File: config.mk
export PLATFORM = sky130hd
export DESIGN_NAME = sync_down_timer_flat
export DESIGN_NICKNAME = d
export VERILOG_FILES = /design/src/rtl/sync_down_timer_pkg.sv /design/src/rtl/sync_down_timer_if.sv /design/src/rtl/sync_down_timer.sv /design/src/flat_wrapper.sv
export SDC_FILE = /design/constraint.sdc
export NUM_CORES = 1
export LEC_CHECK = 0
export BUFFER_PORTS_ARGS = -buffer_cell sky130_fd_sc_hd__buf_2
export CELL_PAD_IN_SITES_DETAIL_PLACEMENT = 1
export CELL_PAD_IN_SITES_GLOBAL_PLACEMENT = 1
export CORE_MARGIN = 2
export CORE_UTILIZATION = 25
export DETAILED_ROUTE_END_ITERATION = 10
export PLACE_DENSITY = 0.64
export SLEW_MARGIN = 25
export SYNTH_ARGS = -nofsm -noshare
export SYNTH_HDL_FRONTEND = slang
export SYNTH_SLANG_ARGS = --single-unit
File: constraint.sdc
create_clock -name clk -period 3 [get_ports clk]
set_clock_uncertainty 0.05 [all_clocks]
set_input_delay 0.15 -clock clk [delete_from_list [all_inputs] [get_ports clk]]
set_output_delay 0.15 -clock clk [all_outputs]
set_load 0.005 [all_outputs]
File: src/rtl/sync_down_timer_pkg.sv
// counter_pkg: shared counter state encoding and default width
package counter_pkg;
  localparam int DEFAULT_CNT_WIDTH = 4;
  typedef enum logic {IDLE, RUN} state_e;
endpackage

File: src/rtl/sync_down_timer_if.sv
// sync_down_timer_if: load handshake, controls and count/status outputs; master drives, slave is the timer
interface sync_down_timer_if #(parameter int WIDTH = 4);
  logic             load_valid;
  logic             load_ready;
  logic [WIDTH-1:0] load_value;
  logic             auto_reload;
  logic             en;
  logic             abort;
  logic [WIDTH-1:0] q;
  logic             busy;
  logic             tc;
  modport master (output load_valid, load_value, auto_reload, en, abort, input load_ready, q, busy, tc);
  modport slave (input load_valid, load_value, auto_reload, en, abort, output load_ready, q, busy, tc);
endinterface

File: src/rtl/sync_down_timer.sv
// sync_down_timer: loadable down-timer with one-shot/periodic tc pulse; ports clk, rst_n, bus (slave)
import counter_pkg::*;
module sync_down_timer #(parameter int WIDTH = DEFAULT_CNT_WIDTH) (
  input logic clk,
  input logic rst_n,
  sync_down_timer_if.slave bus
);
  state_e state_q, state_d;
  logic [WIDTH-1:0] q_q, q_d, reload_q, reload_d;
  logic tc_q, tc_d, mode_q, mode_d;
  logic load, is_one, zero_ld;
  assign load = bus.load_valid && state_q == IDLE;
  assign is_one = q_q == WIDTH'(1);
  assign zero_ld = bus.load_value == '0;
  always_ff @(posedge clk or negedge rst_n)
    if (!rst_n) state_q <= IDLE;
    else state_q <= state_d;
  always_comb
    state_d = state_q == IDLE ? ((load && !zero_ld) ? RUN : IDLE)
            : (bus.abort || (bus.en && is_one && !mode_q)) ? IDLE : RUN;
  always_comb begin
    bus.busy = state_q == RUN;
    bus.load_ready = state_q == IDLE;
    bus.q = q_q;
    bus.tc = tc_q;
  end
  always_comb begin
    q_d = q_q;
    reload_d = reload_q;
    mode_d = mode_q;
    tc_d = 1'b0;
    if (state_q == IDLE) begin
      if (load && zero_ld) begin
        tc_d = 1'b1;
        mode_d = 1'b0;
      end else if (load) begin
        q_d = bus.load_value;
        reload_d = bus.load_value;
        mode_d = bus.auto_reload;
      end
    end else if (bus.abort) begin
      q_d = '0;
      mode_d = 1'b0;
    end else if (bus.en) begin
      tc_d = is_one;
      q_d = is_one ? (mode_q ? reload_q : '0) : q_q - WIDTH'(1);
    end
  end
  always_ff @(posedge clk or negedge rst_n)
    if (!rst_n) begin
      q_q <= '0;
      reload_q <= '0;
      mode_q <= 1'b0;
      tc_q <= 1'b0;
    end else begin
      q_q <= q_d;
      reload_q <= reload_d;
      mode_q <= mode_d;
      tc_q <= tc_d;
    end
endmodule

File: src/flat_wrapper.sv
// flat-port wrapper written by rule: the top's interface ports become plain ports
module sync_down_timer_flat 
#(parameter int WIDTH = DEFAULT_CNT_WIDTH)
  (clk, rst_n, bus_load_valid, bus_load_value, bus_auto_reload, bus_en, bus_abort, bus_load_ready, bus_q, bus_busy, bus_tc);
  sync_down_timer_if #(.WIDTH(WIDTH)) bus_i ();
  input logic clk;
  input logic rst_n;
  input wire logic [$bits(bus_i.load_valid)-1:0] bus_load_valid;
  input wire logic [$bits(bus_i.load_value)-1:0] bus_load_value;
  input wire logic [$bits(bus_i.auto_reload)-1:0] bus_auto_reload;
  input wire logic [$bits(bus_i.en)-1:0] bus_en;
  input wire logic [$bits(bus_i.abort)-1:0] bus_abort;
  output wire logic [$bits(bus_i.load_ready)-1:0] bus_load_ready;
  output wire logic [$bits(bus_i.q)-1:0] bus_q;
  output wire logic [$bits(bus_i.busy)-1:0] bus_busy;
  output wire logic [$bits(bus_i.tc)-1:0] bus_tc;
  assign bus_i.load_valid = bus_load_valid;
  assign bus_i.load_value = bus_load_value;
  assign bus_i.auto_reload = bus_auto_reload;
  assign bus_i.en = bus_en;
  assign bus_i.abort = bus_abort;
  assign bus_load_ready = bus_i.load_ready;
  assign bus_q = bus_i.q;
  assign bus_busy = bus_i.busy;
  assign bus_tc = bus_i.tc;
  sync_down_timer #(.WIDTH(WIDTH)) u_core (.clk(clk), .rst_n(rst_n), .bus(bus_i));
endmodule
# Word level (Yosys, flattened, before mapping)
# Index checks and enable logic that the tools add are counted.
word_totals:
  ff_bits: 11
  input_bits: 10
  wordCells: 44
classes:
  addsub: 1
  eq_ne: 4
  muxes: 18
  bitwise: 2
  reduce_logical: 14
op_table:
  columns: ["op", "n"]
  rows:
  - ["two-way mux 4 bit", 7]
  - ["two-way mux 1 bit", 11]
  - ["AND reduction 3 bit", 2]
  - ["logical AND 1 bit", 5]
  - ["== test 4 x 1 -> 1 bit (second input constant)", 1]
  - ["zero test 4 bit", 1]
  - ["subtractor 4 x 1 -> 4 bit (second input constant)", 1]
  - ["!= test 3 bit (second input constant)", 1]
  - ["nonzero test 3 bit", 1]
  - ["zero test 1 bit", 2]
  - ["!= test 2 x 1 -> 1 bit (second input constant)", 1]
  - ["!= test 2 bit (second input constant)", 1]
  - ["NOT 1 bit", 2]
  - ["AND reduction 2 bit", 1]
  - ["nonzero test 2 bit", 1]
  - ["logical OR 1 bit", 1]

# Logic depth before layout (Yosys ltp)
# Gate-level depths: netlist of the first run.
depth:
  depth_word: 6
  mapped_depth: 6
  depth_no_buf: 6

# Least setup slack after synthesis of the first run
# Ideal clock, no wire load.
synth_path:
  path_kind: "register to register"
  startpoint: "reg u_core.q_q[1] (netlist: u_core.bus.q[1])"
  endpoint: "reg u_core.q_q[0] (netlist: u_core.bus.q[0])"
  setup_time_ps: 82
  arrival_ps: 1317
  t_required_ps: 2868
  path_slack_ps: 1551
  path_stages_with_launch: 7
  path_buffers: 0
  cell_sequence: "dfrtp_1 inv_1 ha_1 nor3b_2 and3_1 o21ai_0 a31oi_1"
synth_between:
  elab_chain_cells: 5
synth_lines:
  columns: ["item", "line", "rtl"]
  rows:
  - ["start: declaration", "sync_down_timer.sv:9", "logic [WIDTH-1:0] q_q, q_d, reload_q, reload_d;"]
  - ["start signal: assignment", "sync_down_timer.sv:56", "q_q <= q_d;"]
  - ["== test 4 x 1 -> 1 bit", "sync_down_timer.sv:13", "assign is_one = q_q == WIDTH'(1);"]
  - ["two-way mux 4 bit", "sync_down_timer.sv:46", "q_d = is_one ? (mode_q ? reload_q : '0) : q_q - WIDTH'(1);"]
  - ["two-way mux 4 bit", "sync_down_timer.sv:44", "end else if (bus.en) begin"]
  - ["two-way mux 4 bit", "sync_down_timer.sv:41", "end else if (bus.abort) begin"]
  - ["two-way mux 4 bit", "sync_down_timer.sv:32", "if (state_q == IDLE) begin"]
# Every way passes these cells. The select of a mux whose other input is x is not followed.
# A chain may end at the register's enable or synchronous reset.

# Worst setup path in the final report of the first run
# Ends and elaborated chain as after synthesis.

==> results of run 1 <==
## sequential cells by signal, indices dropped and copies added, names as in the netlist
signal           flops
u_core.reload_q      4
u_core.bus.tc        1
u_core.bus.busy      1
u_core.bus.q         4
u_core.mode_q        1
## routing by layer
metal,up-vias,routed length [µm],global-route usage
li1,272,-,-
met1,259,754,0.170
met2,14,662,0.196
met3,5,77,0.0343
met4,0,40,0.0769
met5,-,0,0
## power by group
part	switching, W	internal, W
clock network	0.0000565	0.0000516
registers	0.0000504	0.000192
logic	0.000109	0.0000974
## final cells by class
| type | instances | share of cell area |
|---|---|---|
| inverters | 4 | 0.0202 |
| flip-flops and latches | 11 | 0.370 |
| well taps | 28 | 0.0471 |
| multi-input cells | 48 | 0.407 |
| repair buffers | 17 | 0.121 |
| clock buffers | 4 | 0.0353 |
## per-stage QoR
step | instance area [µm²] | cells
detailed placement | 708 | 107
CTS | 744 | 112
floorplan | 593 | 63
global route | 744 | 112
global placement | 708 | 107
finish | 744 | 112
## synthesized netlist by cell type
cell and n:
sky130_fd_sc_hd__a21oi_1 3, sky130_fd_sc_hd__nand2_1 9, sky130_fd_sc_hd__xnor2_1 1, sky130_fd_sc_hd__o21ai_0 6, sky130_fd_sc_hd__o2bb2ai_2 1, sky130_fd_sc_hd__dfrtp_1 11
sky130_fd_sc_hd__ha_1 2, sky130_fd_sc_hd__clkinv_1 1, sky130_fd_sc_hd__a221oi_1 1, sky130_fd_sc_hd__or4_4 1, sky130_fd_sc_hd__o21ai_1 1, sky130_fd_sc_hd__a32o_1 1
sky130_fd_sc_hd__and3_1 2, sky130_fd_sc_hd__a21oi_2 1, sky130_fd_sc_hd__nor3_1 1, sky130_fd_sc_hd__inv_1 3, sky130_fd_sc_hd__nand2b_1 2, sky130_fd_sc_hd__a31oi_1 3
sky130_fd_sc_hd__a22o_2 1, sky130_fd_sc_hd__a22o_1 2, sky130_fd_sc_hd__a221o_1 1, sky130_fd_sc_hd__nor2b_1 1, sky130_fd_sc_hd__nor3b_2 1, sky130_fd_sc_hd__nor2_1 7
## cells in the final DEF, fill, tap and decap left out
| cell type | count |
|---|---|
| sky130_fd_sc_hd__a21oi_1 | 3 |
| sky130_fd_sc_hd__a21oi_2 | 1 |
| sky130_fd_sc_hd__a221o_1 | 1 |
| sky130_fd_sc_hd__a221oi_1 | 1 |
| sky130_fd_sc_hd__a22o_1 | 2 |
| sky130_fd_sc_hd__a22o_2 | 1 |
| sky130_fd_sc_hd__a31oi_1 | 3 |
| sky130_fd_sc_hd__a32o_1 | 1 |
| sky130_fd_sc_hd__and3_1 | 2 |
| sky130_fd_sc_hd__buf_2 | 16 |
| sky130_fd_sc_hd__clkbuf_1 | 1 |
| sky130_fd_sc_hd__clkbuf_4 | 3 |
| sky130_fd_sc_hd__clkinv_1 | 1 |
| sky130_fd_sc_hd__dfrtp_1 | 11 |
| sky130_fd_sc_hd__dlygate4sd3_1 | 1 |
| sky130_fd_sc_hd__ha_1 | 2 |
| sky130_fd_sc_hd__inv_1 | 3 |
| sky130_fd_sc_hd__nand2_1 | 9 |
| sky130_fd_sc_hd__nand2b_1 | 2 |
| sky130_fd_sc_hd__nor2_1 | 7 |
| sky130_fd_sc_hd__nor2b_1 | 1 |
| sky130_fd_sc_hd__nor3_1 | 1 |
| sky130_fd_sc_hd__nor3b_2 | 1 |
| sky130_fd_sc_hd__o21ai_0 | 6 |
| sky130_fd_sc_hd__o21ai_1 | 1 |
| sky130_fd_sc_hd__o2bb2ai_2 | 1 |
| sky130_fd_sc_hd__or4_4 | 1 |
| sky130_fd_sc_hd__xnor2_1 | 1 |
## cell families after synthesis
| group | count (synthesis) | synth area share |
|---|---|---|
| DFF | 11 | 0.464 |
| and+or+nand+nor | 24 | 0.203 |
| xor gates and xnor gates | 1 | 0.0148 |
| buffers and inverters | 4 | 0.0253 |
| adders and majority gates | 2 | 0.0422 |
| AOI/OAI and AO/OA | 21 | 0.251 |
## worst max-delay path by stage
| stage | startpoint | end | slack [ps] |
|---|---|---|---|
| after floorplan | u_core.bus.q[1]$_DFFE_PN0P_ | u_core.bus.q[0]$_DFFE_PN0P_ | 1550 |
| after global placement | u_core.bus.q[1]$_DFFE_PN0P_ | u_core.bus.q[0]$_DFFE_PN0P_ | 1440 |
| after detailed placement | u_core.bus.q[1]$_DFFE_PN0P_ | u_core.bus.q[1]$_DFFE_PN0P_ | 1340 |
| after CTS | u_core.bus.q[1]$_DFFE_PN0P_ | u_core.bus.q[0]$_DFFE_PN0P_ | 1330 |
| after global routing | u_core.bus.q[1]$_DFFE_PN0P_ | u_core.bus.q[0]$_DFFE_PN0P_ | 1130 |
| final | u_core.bus.q[1]$_DFFE_PN0P_ | u_core.bus.q[0]$_DFFE_PN0P_ | 1350 |
==> impl_metrics.ini, run 1 <==
[route]
drtPass1Iterations = 4
vias_per_cell = 4.91
wirelength_um = 1530
drcViolationCount = 0
route.antenna.remaining_nets = 0
detailroute.via_count = 550
drt_wl_cell_um = 13.7
initialDrtViolationCount = 3

[cts]
tritoncts.num_buffers = 3
cts-resized-gates = 0
max-clock-path-buffers = 2
worst_setup_hold_path_clk_slew_ps = 80
cts_root_buffer = sky130_fd_sc_hd__clkbuf_4
post_cts_buffers = 0
clock_latency_ps = 280
tritoncts = done
clock_tree.htree_level_count = 1
cts_hold_repair.buffers = 1
clkSinkCount = 11

[worst_hold_path]
hold_path_depth = 2
timing.hold.worst_endpoint = u_core.mode_q$_DFFE_PN0P_
hold_path.class = in -> reg
min-delay-start = bus_auto_reload

[sta]
number_of_endpoints_failing_setup_at_the_final_stage = 0
report.final.hold_viol_count = 0
worst_slew_pin_slew_ps = 538
fmax_mhz = 606
layout_worst_path_cycle_share = 0.550
relSlewSlack = 0.641
tns_ps = 0
grt_setup_unrepaired = false
hold_slack_ps = 64.8
slew_limit_fails = 0
post_route_minimum_period_ps = 1650
setup_ws_ps = 1350

[floorplanning]
die_w_um = 52.7
height_of_the_die_um = 52.7
std_cell_rows = 17
design.core.area_um2 = 2230
design.die.area_um2 = 2780
design.portCount = 17
initial_utilization = 0.266

[power]
power-per-cell-area_nw_per_um2 = 748
vdd_ir_drop_max_v = 0.000263
static-leakage-power_nw = 0.351
fin_total_pwr_w = 0.000557

[cells_and_area]
multi_input_combinational_cell_area_um2 = 303
final_net_count = 97
post-route-util = 0.333
fillers = 286
final-seq-area_um2 = 275
diodes = 0
layout-area-overhead-vs-synth_pct = 25.5
final_layout_size_suffix_gt1_frac = 0.286

[placed_design]
place.port_buffers = 16
total_half_perimeter_wirelength_after_legalization_and_detailed_placement_um = 1210
gpl.final_weighted_congestion = 0.782
pre_cts_worst_setup_slack_ps = 1340

[setup_path]
worst-endpoint-arrival_ps = 1800
rr_endpoint = u_core.bus.q[0]$_DFFE_PN0P_
r2r_cells = 6
endpoint_kind = flop
critical-path-top-delay-family = simple AND/OR/NAND/NOR gates
worstPathCellList = inv_1 -> ha_1 -> nor3b_2 -> and3_1 -> o21ai_0 -> a31oi_1
cp-start-kind = flop
timing.critical_path.depth = 6
critical-path-max-stage-delay_ps = 410
slowest_library_cell_on_the_worst_path = sky130_fd_sc_hd__dfrtp_1
critPathBufInv = 1
rr_startpoint = u_core.bus.q[1]$_DFFE_PN0P_
required_ps = 3150
ff2ff_setup_slack_ps = 1350
cp_max_fo = 8
setup_crit_path_kind = reg -> reg

[yosys]
synth_top_cell_by_area = sky130_fd_sc_hd__dfrtp_1
post_synthesis_register_bit_count = 11
netlist_top_cells_area = sky130_fd_sc_hd__dfrtp_1, sky130_fd_sc_hd__nand2_1, sky130_fd_sc_hd__o21ai_0, sky130_fd_sc_hd__nor2_1, sky130_fd_sc_hd__ha_1
synth.yosys.seq_area_share = 0.464
number_of_standard_cells_after_synthesis = 63
netlist.area_leader.share = 0.464
postSynthAreaPerCell_um2 = 9.41
yosys.cell_types.count = 24
synth_fp_nets = 75
synth.yosys.warnings = 0
syn_area_um2 = 593

[global_route]
grt_antenna_before_repair = 0
global_route.overflow_total = 0
global_route.usage.total = 0.132
grt_pass1_wl_um = 2490
number_of_global_route_vias_before_repair = 538
grt_max_degree = 12

[run_status]
outcome = completed

[run]
cap_violations = 0
No activity file was read; power rests on OpenSTA's default activity.
==> run 2, diff against run 1 <==
--- a/config.mk
+++ b/config.mk
@@ -11,7 +11,7 @@
 export CORE_MARGIN = 2
 export CORE_UTILIZATION = 25
 export DETAILED_ROUTE_END_ITERATION = 10
-export PLACE_DENSITY = 0.64
+export PLACE_DENSITY = 0.67
 export SLEW_MARGIN = 25
 export SYNTH_ARGS = -nofsm -noshare
 export SYNTH_HDL_FRONTEND = slang
==> constraint.sdc (replaced) <==
create_clock -name clk -period 1.4 [get_ports clk]
set_clock_uncertainty 0.05 [all_clocks]
set_input_delay 0.07 -clock clk [delete_from_list [all_inputs] [get_ports clk]]
set_output_delay 0.07 -clock clk [all_outputs]
set_load 0.005 [all_outputs]
==> run 2 against run 1 <==
Compared with the run above:
- final area rose by 21%
- worst setup slack worse by 1400 ps
- the flow now finishes with violations (setup timing)
- largest cell class unchanged
- sequential power up 110%
- critical path depth up 1
- die area did not move
- worst hold slack got worse by 44 ps
- wire length up 16%
- combinational power increased to 3.5 times the previous value
- flip-flop and latch count unchanged
- total power grew to 2.6 times the previous value
- utilization is 7.1 points higher
==> impl_metrics.ini, run 2 (synthesized netlist as in run 1, its figures left out) <==
[worst_hold_path]
hold_path.class = in -> reg

[cts]
clock_tree.htree_level_count = 1
cts_root_buffer = sky130_fd_sc_hd__clkbuf_4
tritoncts.num_buffers = 3
clkSinkCount = 11
max-clock-path-buffers = 2
tritoncts = done
clock_latency_ps = 280
worst_setup_hold_path_clk_slew_ps = 70

[global_route]
number_of_global_route_vias_before_repair = 618
global_route.usage.total = 0.153
grt_max_degree = 12
grt_antenna_before_repair = 0
grt_pass1_wl_um = 2930
global_route.overflow_total = 0

[sta]
setup_ws_ps = -55.9
fmax_mhz = 687
grt_setup_unrepaired = true
slew_limit_fails = 0
layout_worst_path_cycle_share = 1.04
worst_slew_pin_slew_ps = 355
report.final.hold_viol_count = 0
hold_slack_ps = 21.2
number_of_endpoints_failing_setup_at_the_final_stage = 5
relSlewSlack = 0.763
post_route_minimum_period_ps = 1460

[power]
clockPowerShare = 0.153
p_switching_w = 0.000548
seq_power_share = 0.356
gate_power_share = 0.491
internal_power_w = 0.000907
power-per-cell-area_nw_per_um2 = 1610
vdd_ir_drop_max_v = 0.000667
fin_total_pwr_w = 0.00146
switching_fraction = 0.377
static-leakage-power_nw = 0.421

[placed_design]
gpl.final_weighted_congestion = 0.792
total_half_perimeter_wirelength_after_legalization_and_detailed_placement_um = 1340
place.port_buffers = 16
place.detailed.instances = 116
pre_cts_worst_setup_slack_ps = -137

[route]
wirelength_um = 1790
drt_wl_cell_um = 14.3
drcViolationCount = 0
drtPass1Iterations = 4
detailroute.via_count = 601
route.antenna.remaining_nets = 0
initialDrtViolationCount = 4
vias_per_cell = 4.81

[setup_path]
cp_max_fo = 8
ff2ff_setup_slack_ps = -60
setup_crit_path_kind = reg -> reg
slowest_library_cell_on_the_worst_path = sky130_fd_sc_hd__dfrtp_1
critical-path-max-stage-delay_ps = 400
worst-endpoint-arrival_ps = 1610
endpoint_kind = flop
worstPathCellList = inv_2 -> ha_4 -> nor3b_4 -> buf_6 -> and3_1 -> o21ai_1 -> a31oi_1
required_ps = 1550
cp-start-kind = flop

[floorplanning]
die_w_um = 52.7
design.portCount = 17
initial_utilization = 0.266
height_of_the_die_um = 52.7
design.core.area_um2 = 2230
std_cell_rows = 17
design.die.area_um2 = 2780

[run_status]
outcome = finished, violations left
violations = setup timing

[cells_and_area]
layout-area-overhead-vs-synth_pct = 52.3
commonest_cells_after_routing_fill_and_taps_aside = sky130_fd_sc_hd__buf_2, sky130_fd_sc_hd__buf_4, sky130_fd_sc_hd__nand2_1, sky130_fd_sc_hd__dfrtp_1, sky130_fd_sc_hd__nor2_1
layout.cells.non_filler = 125
final_layout_size_suffix_gt1_frac = 0.454
commonest_non_fill_non_tap_cell_in_the_layout = sky130_fd_sc_hd__buf_2
final_net_count = 110
diodes = 0

[run]
cap_violations = 0
run 2: power groups by stage:
stage	clock network (W)	logic, W	registers, W
floorplan	0	0.000299	0.000516
global placement	0	0.000584	0.000505
detailed placement	0	0.000602	0.000505
CTS	0.000234	0.000710	0.000509
global route	0.000241	0.000798	0.000532
finish	0.000223	0.000714	0.000519
run 2: path summary, 6_finish.rpt:
kind	depth (start not counted)	start	end
max in group asynchronous	2	rst_n	u_core.bus.busy$_DFF_PN0_
setup reg to reg	7	u_core.bus.q[1]$_DFFE_PN0P_	u_core.bus.q[0]$_DFFE_PN0P_
hold / removal	2	bus_load_value[1]	u_core.reload_q[1]$_DFFE_PN0P_
setup / recovery	7	u_core.bus.q[1]$_DFFE_PN0P_	u_core.bus.q[0]$_DFFE_PN0P_
hold reg to reg	2	u_core.reload_q[3]$_DFFE_PN0P_	u_core.reload_q[3]$_DFFE_PN0P_
min in group asynchronous	2	rst_n	u_core.bus.q[1]$_DFFE_PN0P_
run 2: repair_timing:
| item | CTS | global route |
|---|---|---|
| hold endpoints to repair | 12 | 0 |
| pin swaps | 7 | 3 |
| hold buffers | 2 | 0 |
| resized for setup | 11 | 5 |
| buffers inserted | 3 | 1 |
| gates cloned | 0 | 0 |
| setup endpoints to repair | 6 | 11 |
run 2: area by class of cell:
type / instances / area, µm²
Fill cell: 277 / 1330
Multi-Input combinational cell: 48 / 348
Sequential cell: 11 / 278
Timing Repair Buffer: 30 / 198
Tap cell: 28 / 35.0
Clock buffer: 4 / 26.3
Inverter: 4 / 18.8
run 2: worst max-delay path, delay by kind of cell (launching register included):
family	cells	cell delay, ps
AND/OR/NAND/NOR	2	330
adder cells (fa/ha/maj)	1	130
flip-flops	1	400
buffers and inverters	2	240
AO/OA/AOI/OAI	2	220
run 2: stage by stage:
step	util	area, µm²	TNS (ps)
final	0.404	903	-154
after global routing	0.404	903	-857
after CTS	0.399	892	-84.3
after detailed placement	0.350	782	-559
after global placement	0.350	782	-183
after floorplan	-	599	-6.46
run 2: metal layers:
layer	share of wire	vias up	global-route usage
li1	-	296	-
met1	0.47	283	0.205
met2	0.46	17	0.223
met3	0.040	5	0.0343
met4	0.026	0	0.0897
met5	0	-	0
==> run 3, diff against run 2 <==
--- a/config.mk
+++ b/config.mk
@@ -12,6 +12,7 @@
 export CORE_UTILIZATION = 25
 export DETAILED_ROUTE_END_ITERATION = 10
 export PLACE_DENSITY = 0.67
+export SETUP_SLACK_MARGIN = 0.02
 export SLEW_MARGIN = 25
 export SYNTH_ARGS = -nofsm -noshare
 export SYNTH_HDL_FRONTEND = slang
==> run 3 against run 2 <==
Compared with the run above:
- the flow still finishes with violations (setup timing)
- total power unchanged
- first-iteration DRC count up 75%
- flip-flop and latch count unchanged
- highest routed layer unchanged
==> impl_metrics.ini, run 3 (synthesized netlist as in run 1, its figures left out) <==
[setup_path]
setup_crit_path_kind = reg -> reg
critical-path-top-delay-family = flip-flops
slowest_library_cell_on_the_worst_path = sky130_fd_sc_hd__dfrtp_1
cp_max_fo = 8
r2r_cells = 7
endpoint_kind = flop
required_ps = 1550
critPathBufInv = 2
worst-endpoint-arrival_ps = 1600
worst_setup_path_startpoint = u_core.bus.q[1]$_DFFE_PN0P_
cp-start-kind = flop
rr_startpoint = u_core.bus.q[1]$_DFFE_PN0P_
worstPathCellList = inv_2 -> ha_4 -> nor3b_4 -> buf_6 -> and3_1 -> o21ai_1 -> a31oi_1
timing.critical_path.depth = 7
critical-path-max-stage-delay_ps = 400

[cts]
tritoncts = done
clock_tree.htree_level_count = 1
tritoncts.num_buffers = 3
clkSinkCount = 11
max-clock-path-buffers = 2
clock_latency_ps = 280
worst_setup_hold_path_clk_slew_ps = 70
cts_root_buffer = sky130_fd_sc_hd__clkbuf_4

[global_route]
global_route.usage.total = 0.153
number_of_global_route_vias_before_repair = 618
global_route.overflow_total = 0
grt_max_degree = 12
grt_pass1_wl_um = 2930
grt_antenna_before_repair = 0

[sta]
slew_limit_fails = 0
worst_slew_pin_slew_ps = 355
setup_ws_ps = -54.8
layout_worst_path_cycle_share = 1.04
hold_slack_ps = 21.9
post_route_minimum_period_ps = 1450
relSlewSlack = 0.763
number_of_endpoints_failing_setup_at_the_final_stage = 5
grt_setup_unrepaired = true
report.final.hold_viol_count = 0
tns_ps = -149
fmax_mhz = 687

[route]
drcViolationCount = 0
initialDrtViolationCount = 7
vias_per_cell = 4.78
drtPass1Iterations = 4
route.antenna.remaining_nets = 0
wirelength_um = 1790
drt_wl_cell_um = 14.3
detailroute.via_count = 597

[power]
static-leakage-power_nw = 0.421
power-per-cell-area_nw_per_um2 = 1610
internal_power_w = 0.000907
clockPowerShare = 0.153
switching_fraction = 0.377
p_switching_w = 0.000548
vdd_ir_drop_max_v = 0.000667
gate_power_share = 0.491
seq_power_share = 0.356

[placed_design]
gpl.final_weighted_congestion = 0.792
place.port_buffers = 16
placement.cell_area_um2 = 782
total_half_perimeter_wirelength_after_legalization_and_detailed_placement_um = 1340

[cells_and_area]
layout-area-overhead-vs-synth_pct = 52.3
fillers = 277
commonest_cells_after_routing_fill_and_taps_aside = sky130_fd_sc_hd__buf_2, sky130_fd_sc_hd__buf_4, sky130_fd_sc_hd__nand2_1, sky130_fd_sc_hd__dfrtp_1, sky130_fd_sc_hd__nor2_1
final_cell_area_um2 = 903
post-route-util = 0.404
final_net_count = 110
final_layout_size_suffix_gt1_frac = 0.454
diodes = 0
commonest_non_fill_non_tap_cell_in_the_layout = sky130_fd_sc_hd__buf_2

[run]
cap_violations = 0

[floorplanning]
design.portCount = 17
initial_utilization = 0.266
design.core.area_um2 = 2230
die_w_um = 52.7
std_cell_rows = 17
design.die.area_um2 = 2780
height_of_the_die_um = 52.7

[run_status]
violations = setup timing
outcome = finished, violations left

[worst_hold_path]
min-delay-start = bus_load_value[1]
hold_path_depth = 2
hold_path.class = in -> reg
run 3: cell counts in the layout (fill, tap and decap cells not counted):
Identical to the previous run, type by type.
run 3: per-stage QoR:
stage	instances	setup WS, ps	total power (W)
3_5_place_dp	116	-137	0.00111
4_1_cts	125	-31.6	0.00145
5_1_grt	125	-131	0.00157
6_report	125	-54.8	0.00146
2_1_floorplan	63	-3.23	0.000815
3_3_place_gp	116	-63.6	0.00109
run 3: power by group through the flow:
stage                     Combinational, W  Clock (W)  Sequential, W
final                             0.000714   0.000223       0.000519
after detailed placement          0.000602          0       0.000505
after floorplan                   0.000299          0       0.000516
after global routing              0.000798   0.000241       0.000532
after global placement            0.000584          0       0.000505
after CTS                         0.000708   0.000234       0.000509
run 3: routing by layer:
metal / GRT usage / wire [µm] / part of all wire
met5: 0 / 0 / 0
met4: 0.0897 / 46 / 0.026
met3: 0.0343 / 66 / 0.037
met2: 0.223 / 816 / 0.46
met1: 0.205 / 858 / 0.48
run 3: what timing repair did:
item,in CTS,in global routing
resized for setup,10,6
pin swaps,6,3
endpoints found under the hold margin,12,0
hold buffers,2,0
endpoints found under the setup margin,6,11
setup buffers,3,1
run 3: worst paths after layout:
kind                                                       end  slack (ps)
worst max-delay path               u_core.bus.q[0]$_DFFE_PN0P_         -50
min in group asynchronous          u_core.bus.q[1]$_DFFE_PN0P_         150
max in group asynchronous            u_core.bus.busy$_DFF_PN0_         920
worst max register to register     u_core.bus.q[0]$_DFFE_PN0P_         -50
worst min register to register  u_core.reload_q[3]$_DFFE_PN0P_         450
worst min-delay path            u_core.reload_q[1]$_DFFE_PN0P_          20
run 3: cell type report:
class | count | area (µm²) | share of cell area
Multi-Input combinational cell | 48 | 348 | 0.385
Sequential cell | 11 | 278 | 0.307
Timing Repair Buffer | 30 | 198 | 0.219
Tap cell | 28 | 35.0 | 0.0388
Clock buffer | 4 | 26.3 | 0.0291
Inverter | 4 | 18.8 | 0.0208
